[config.mk]
export PLATFORM = sky130hd
export DESIGN_NAME = status_unit_flat
export DESIGN_NICKNAME = d
export VERILOG_FILES = /design/src/rtl/cpu_pkg.sv /design/src/rtl/status_unit_if.sv /design/src/rtl/status_fwd_mux.sv /design/src/rtl/status_unit.sv /design/src/flat_wrapper.sv
export SDC_FILE = /design/constraint.sdc
export NUM_CORES = 1
export LEC_CHECK = 0
export ABC_AREA = 1
export BUFFER_PORTS_ARGS = -buffer_cell sky130_fd_sc_hd__buf_2
export CAP_MARGIN = 40
export CORE_MARGIN = 3
export CORE_UTILIZATION = 40
export DETAILED_ROUTE_END_ITERATION = 16
export PLACE_DENSITY_LB_ADDON = 0.08
export SLEW_MARGIN = 20
export SYNTH_ARGS = -nofsm -noshare
export SYNTH_HDL_FRONTEND = slang
export SYNTH_SLANG_ARGS = --single-unit
[constraint.sdc]
create_clock -name clk -period 3 [get_ports clk]
set_input_delay 0.75 -clock clk [delete_from_list [all_inputs] [get_ports clk]]
set_output_delay 0.75 -clock clk [all_outputs]
set_load 0.005 [all_outputs]
[src/rtl/cpu_pkg.sv]
// Shared core definitions: status bit positions, multiply-tracker state encoding
// and the condition codes evaluated by the ID condition-check stage.
package cpu_pkg;

    localparam int Z_BIT = 3;
    localparam int C_BIT = 2;
    localparam int N_BIT = 1;
    localparam int V_BIT = 0;

    localparam int MUL_LAT_DEFAULT = 3;

    typedef enum logic {
        IDLE = 1'b0,
        BUSY = 1'b1
    } mul_state_t;

    typedef enum logic [3:0] {
        COND_EQ = 4'h0,
        COND_NE = 4'h1,
        COND_CS = 4'h2,
        COND_CC = 4'h3,
        COND_MI = 4'h4,
        COND_PL = 4'h5,
        COND_VS = 4'h6,
        COND_VC = 4'h7,
        COND_HI = 4'h8,
        COND_LS = 4'h9,
        COND_GE = 4'hA,
        COND_LT = 4'hB,
        COND_GT = 4'hC,
        COND_LE = 4'hD,
        COND_AL = 4'hE,
        COND_NV = 4'hF
    } cond_t;

    // Evaluates a condition code against a status nibble laid out {Z,C,N,V}.
    function automatic logic cond_pass(input cond_t cond, input logic [3:0] flags);
        logic z, c, n, v;
        z = flags[Z_BIT];
        c = flags[C_BIT];
        n = flags[N_BIT];
        v = flags[V_BIT];
        case (cond)
            COND_EQ: cond_pass = z;
            COND_NE: cond_pass = !z;
            COND_CS: cond_pass = c;
            COND_CC: cond_pass = !c;
            COND_MI: cond_pass = n;
            COND_PL: cond_pass = !n;
            COND_VS: cond_pass = v;
            COND_VC: cond_pass = !v;
            COND_HI: cond_pass = c && !z;
            COND_LS: cond_pass = !c || z;
            COND_GE: cond_pass = (n == v);
            COND_LT: cond_pass = (n != v);
            COND_GT: cond_pass = !z && (n == v);
            COND_LE: cond_pass = z || (n != v);
            COND_AL: cond_pass = 1'b1;
            default: cond_pass = 1'b0;
        endcase
    endfunction

endpackage

[src/rtl/status_unit_if.sv]
// Flag-update traffic between the EX/multiply pipeline and the status unit.
interface status_unit_if;

    logic       ex_valid;
    logic       ex_s_bit;
    logic [3:0] ex_flags;
    logic       mul_start;
    logic       mul_s_bit;
    logic [3:0] mul_flags;
    logic [3:0] status;
    logic [3:0] status_fwd;
    logic       flag_stall;
    logic       mul_busy;
    logic       conflict_err;

    modport master (
        output ex_valid, ex_s_bit, ex_flags, mul_start, mul_s_bit, mul_flags,
        input  status, status_fwd, flag_stall, mul_busy, conflict_err
    );

    modport slave (
        input  ex_valid, ex_s_bit, ex_flags, mul_start, mul_s_bit, mul_flags,
        output status, status_fwd, flag_stall, mul_busy, conflict_err
    );

endinterface

[src/rtl/status_fwd_mux.sv]
// Priority bypass of the newest flags toward the condition-check stage.
// The EX instruction is younger than any multiply in flight, so it wins.
module status_fwd_mux (
    input  logic       ex_wr,
    input  logic [3:0] ex_flags,
    input  logic       mul_wr,
    input  logic [3:0] mul_flags,
    input  logic [3:0] status,
    output logic [3:0] status_fwd
);

    always_comb begin
        status_fwd = status;
        if (ex_wr) begin
            status_fwd = ex_flags;
        end else if (mul_wr) begin
            status_fwd = mul_flags;
        end
    end

endmodule

[src/rtl/status_unit.sv]
// Architectural NZCV register with a tracker for the flag write of the
// multi-cycle multiplier, ID stall generation and flag forwarding.
module status_unit
    import cpu_pkg::*;
#(
    parameter int MUL_LAT = MUL_LAT_DEFAULT,
    parameter int CNT_W   = 4
) (
    input logic         clk,
    input logic         rst_n,
    status_unit_if.slave bus
);

    mul_state_t       state;
    logic [CNT_W-1:0] cnt;
    logic             pend_s;
    logic [3:0]       status_q;
    logic             conflict_q;

    logic ex_wr;
    logic write_cycle;
    logic mul_wr;

    assign ex_wr       = bus.ex_valid && bus.ex_s_bit;
    assign write_cycle = (state == BUSY) && (cnt == '0);
    assign mul_wr      = write_cycle && pend_s;

    // A start arriving in the write cycle chains a new op while the old write commits.
    always_ff @(posedge clk or negedge rst_n) begin
        if (!rst_n) begin
            state      <= IDLE;
            cnt        <= '0;
            pend_s     <= 1'b0;
            status_q   <= 4'b0000;
            conflict_q <= 1'b0;
        end else begin
            if (ex_wr) begin
                status_q <= bus.ex_flags;
            end else if (mul_wr) begin
                status_q <= bus.mul_flags;
            end

            if (ex_wr && mul_wr) begin
                conflict_q <= 1'b1;
            end

            case (state)
                IDLE: begin
                    if (bus.mul_start) begin
                        state  <= BUSY;
                        cnt    <= CNT_W'(MUL_LAT - 1);
                        pend_s <= bus.mul_s_bit;
                    end
                end
                BUSY: begin
                    if (cnt != '0) begin
                        cnt <= cnt - CNT_W'(1);
                        if (bus.mul_start) begin
                            conflict_q <= 1'b1;
                        end
                    end else if (bus.mul_start) begin
                        cnt    <= CNT_W'(MUL_LAT - 1);
                        pend_s <= bus.mul_s_bit;
                    end else begin
                        state  <= IDLE;
                        pend_s <= 1'b0;
                    end
                end
                default: begin
                    state  <= IDLE;
                    cnt    <= '0;
                    pend_s <= 1'b0;
                end
            endcase
        end
    end

    status_fwd_mux u_fwd_mux (
        .ex_wr     (ex_wr),
        .ex_flags  (bus.ex_flags),
        .mul_wr    (mul_wr),
        .mul_flags (bus.mul_flags),
        .status    (status_q),
        .status_fwd(bus.status_fwd)
    );

    assign bus.status       = status_q;
    assign bus.mul_busy     = (state == BUSY);
    assign bus.flag_stall   = (state == BUSY) && pend_s && (cnt != '0);
    assign bus.conflict_err = conflict_q;

endmodule

[src/flat_wrapper.sv]
// flat-port wrapper written by rule: the top's interface ports become plain ports
module status_unit_flat import cpu_pkg::*;
#(
    parameter int MUL_LAT = MUL_LAT_DEFAULT,
    parameter int CNT_W   = 4
)
  (clk, rst_n, bus_ex_valid, bus_ex_s_bit, bus_ex_flags, bus_mul_start, bus_mul_s_bit, bus_mul_flags, bus_status, bus_status_fwd, bus_flag_stall, bus_mul_busy, bus_conflict_err);
  status_unit_if bus_i ();
  input logic clk;
  input logic rst_n;
  input wire logic [$bits(bus_i.ex_valid)-1:0] bus_ex_valid;
  input wire logic [$bits(bus_i.ex_s_bit)-1:0] bus_ex_s_bit;
  input wire logic [$bits(bus_i.ex_flags)-1:0] bus_ex_flags;
  input wire logic [$bits(bus_i.mul_start)-1:0] bus_mul_start;
  input wire logic [$bits(bus_i.mul_s_bit)-1:0] bus_mul_s_bit;
  input wire logic [$bits(bus_i.mul_flags)-1:0] bus_mul_flags;
  output wire logic [$bits(bus_i.status)-1:0] bus_status;
  output wire logic [$bits(bus_i.status_fwd)-1:0] bus_status_fwd;
  output wire logic [$bits(bus_i.flag_stall)-1:0] bus_flag_stall;
  output wire logic [$bits(bus_i.mul_busy)-1:0] bus_mul_busy;
  output wire logic [$bits(bus_i.conflict_err)-1:0] bus_conflict_err;
  assign bus_i.ex_valid = bus_ex_valid;
  assign bus_i.ex_s_bit = bus_ex_s_bit;
  assign bus_i.ex_flags = bus_ex_flags;
  assign bus_i.mul_start = bus_mul_start;
  assign bus_i.mul_s_bit = bus_mul_s_bit;
  assign bus_i.mul_flags = bus_mul_flags;
  assign bus_status = bus_i.status;
  assign bus_status_fwd = bus_i.status_fwd;
  assign bus_flag_stall = bus_i.flag_stall;
  assign bus_mul_busy = bus_i.mul_busy;
  assign bus_conflict_err = bus_i.conflict_err;
  status_unit #(.MUL_LAT(MUL_LAT), .CNT_W(CNT_W)) u_core (.clk(clk), .rst_n(rst_n), .bus(bus_i));
endmodule
==> impl_metrics.csv <==
group,metric,value,unit
synth,synth_nets,98,
global_route,grt_pass1_wl,1994,microns
floorplan,io_pins,25,
timing,hold_violations,0,
flow_run,max_cap_viol_count,0,
global_route,use_met3,0.04598,
placement,place_area,809.5,sq um
critical_path,cp_cell_sequence,"inv_1, ha_1, nand3_4, nand2_1, nand3_1, nand2_1, buf_2",
critical_path,crit_top_cell,"nand2_1",
outcome,outcome,"complete, no violations",
cts,htreeDepth,1,
cts,clk_pin_slew,0.08,ns
route,route.detailed.drc,0,
critical_path,crit_type,"reg2out",
floorplan,design.die.area,2215,sq um
cts,numCtsBuffers,3,
finish,drive_gt1_frac,0.3578,
finish,antennaDiodeCount,0,
synth,synthCells,82,
route,avgRoutedWirePerCell,10.39,microns
global_route,antenna_found_initial,0,
timing,holdWs,0.3271,ns
finish,mostFrequentLayoutCells,"24 x buf_2, 23 x nand2_1, 16 x inv_1, 11 x dfrtp_1, 6 x nand3_1",
placement,place_inst,121,
global_route,grt_start_max_net_pins,12,
synth,synth_top_area_share,0.4082,
cts,postCtsHoldBufs,0,
route,num_vias,587,
critical_path,rr_endpoint,"u_core.cnt[1]$_DFF_PN0_",
route,ant_nets,0,
critical_path,slowest_delay,0.46,ns
finish,area_growth_syn_to_layout,24.12,%
synth,ys_types,20,
timing,max_freq,405.0,MHz
critical_path,crit_slowest_cell,"ha_1",
global_route,grt_usage,0.1292,
critical_path,ff2ff_setup_slack,1.56,ns
route,drt_iter0_drc,22,
cts,clock_latency,0.27,ns
route,routed_wl,1299,microns
floorplan,core_area,1541,sq um
placement,port_buffers,24,
cts,cts_resized,0,
route,first_pass_iters,4,
worst_hold_path,min_path_type,"in2async",
cts,cts_sinks,11,
floorplan,die_w,47.06,microns
cts,post_cts_buffers,0,
route,via_per_inst,4.696,
timing,max_slew_margin,0.7020,
floorplan,initial_core_util,0.4375,
critical_path,endpoint_kind,"output pin",
finish,fin_area,837.1,sq um
synth,synthTopCellsByArea,"dfrtp_1 41%, nand2_1 13%, inv_1 8.9%, nand2_4 5.0%, nand3_1 4.5%",
floorplan,rows,14,
power,ir_drop,0.4985,mV
timing,skew,0.004876,ns
global_route,grt_pass1_vias,462,
timing,post-route-period-util,0.8231,
critical_path,cp_max_fo,8,
power,power.leakage,0.4977,nW
timing,fin_crit,2.469,ns
critical_path,r2r_start,"u_core.cnt[0]$_DFF_PN0_",
synth,synth-seq-cells,11,
finish,final.fill_count,159,
global_route,grt_overflow,0,
critical_path,start_kind,"register",
power,power_density,889.4,nW/um^2
floorplan,die_h,47.06,microns
global_route,grt.busiest_layer,"met1",
synth,synth_area_leader_cell,"dfrtp_1",
critical_path,required,2.25,ns
timing,slew_viol_final,0,
global_route,met2_usage,0.1545,
synth,syn_area,674.4,sq um
timing,setup_viol,0,
cts,root_buffer,"clkbuf_4",
synth,ys.warnings.count,0,
global_route,use_met1,0.2028,
timing,rsz0062_at_grt,"false",
finish,num-nets-final,126,
finish,layoutNonFillerInstCount,125,
critical_path,reg2reg_depth,7,
cts,cts_tree,"yes",
timing,setup_tns,0,ns
synth,syn_avg_cell_area,8.224,sq um
placement,hpwl,1072,microns
timing,worst_pin_slew,0.4470,ns
critical_path,crit_arrival,1.72,ns
cts,clockBufferDepth,2,
synth,yosysSeqAreaShare,0.4082,
placement,routabilityCongestion,0.7683,
finish,final_common_cell,"buf_2",
[worst max path at each step]
stage	cells past startpoint	endpoint	startpoint
2_1_floorplan	7	bus_status_fwd[0]	u_core.cnt[0]$_DFF_PN0_
3_3_place_gp	7	bus_status_fwd[3]	u_core.cnt[0]$_DFF_PN0_
3_5_place_dp	7	bus_status_fwd[3]	u_core.cnt[1]$_DFF_PN0_
4_1_cts	7	bus_status_fwd[3]	u_core.cnt[0]$_DFF_PN0_
5_1_grt	7	bus_status_fwd[3]	u_core.cnt[0]$_DFF_PN0_
6_report	7	bus_status_fwd[3]	u_core.cnt[0]$_DFF_PN0_
[cells by family (layout without fill, tap and decap cells)]
group / count (synthesis) / after routing / share of synthesized area
buffers and inverters: 18 / 45 / 0.1020
flip-flops: 11 / 11 / 0.4082
XOR/XNOR: 1 / 1 / 0.01299
adder cells (fa/ha/maj): 2 / 2 / 0.03710
AND/OR/NAND/NOR: 45 / 45 / 0.3692
AO/OA/AOI/OAI: 5 / 5 / 0.07051
[critical path, delay by kind of cell, from the launching register on]
family | cells | cell delay (ns)
adders and majority gates | 1 | 0.46
DFF | 1 | 0.38
and+or+nand+nor | 4 | 0.37
buffers and inverters | 2 | 0.25
[state kept, by name (all words and copies together), names as in the netlist]
name                     flops
u_core.bus.status            4
u_core.bus.mul_busy          1
u_core.cnt                   4
u_core.pend_s                1
u_core.bus.conflict_err      1
[power by group]
group | switching (mW) | leakage [nW] | internal (mW)
logic | 0.230 | 0.352 | 0.156
registers | 0.0487 | 0.128 | 0.202
clock network | 0.0581 | 0.0177 | 0.0494
total | 0.337 | 0.498 | 0.407
[cell usage after synthesis, drive strengths merged]
cell type,n
a21oi,2
o22ai,1
nand2,26
nor2,8
dfrtp,11
nand4,4
ha,2
buf,1
inv,17
nand3,7
o21bai,1
o21ai,1
xnor2,1
[routing by layer]
layer	part of all wire	up-vias
li1	-	306
met1	0.50	256
met2	0.42	20
met3	0.063	5
met4	0.015	0
met5	0	-
[layout make-up]
class                           count  area, sq um  area share
Clock inverter                      1        5.005    0.005979
Inverter                           17        63.81     0.07623
Sequential cell                    11        275.3      0.3288
Timing Repair Buffer               24        120.1      0.1435
Clock buffer                        3        22.52     0.02691
Multi-Input combinational cell     53        330.3      0.3946
Tap cell                           16        20.02     0.02392
[metrics by stage]
step	setup slack (ns)	utilization	total power, mW
floorplan	1.123	-	0.5478
global placement	0.8558	0.5252	0.6379
detailed placement	0.8385	0.5252	0.6456
CTS	0.5232	0.5430	0.7522
global route	0.3730	0.5430	0.8124
finish	0.5308	0.5430	0.7445
(Power assumes the default switching activity.)
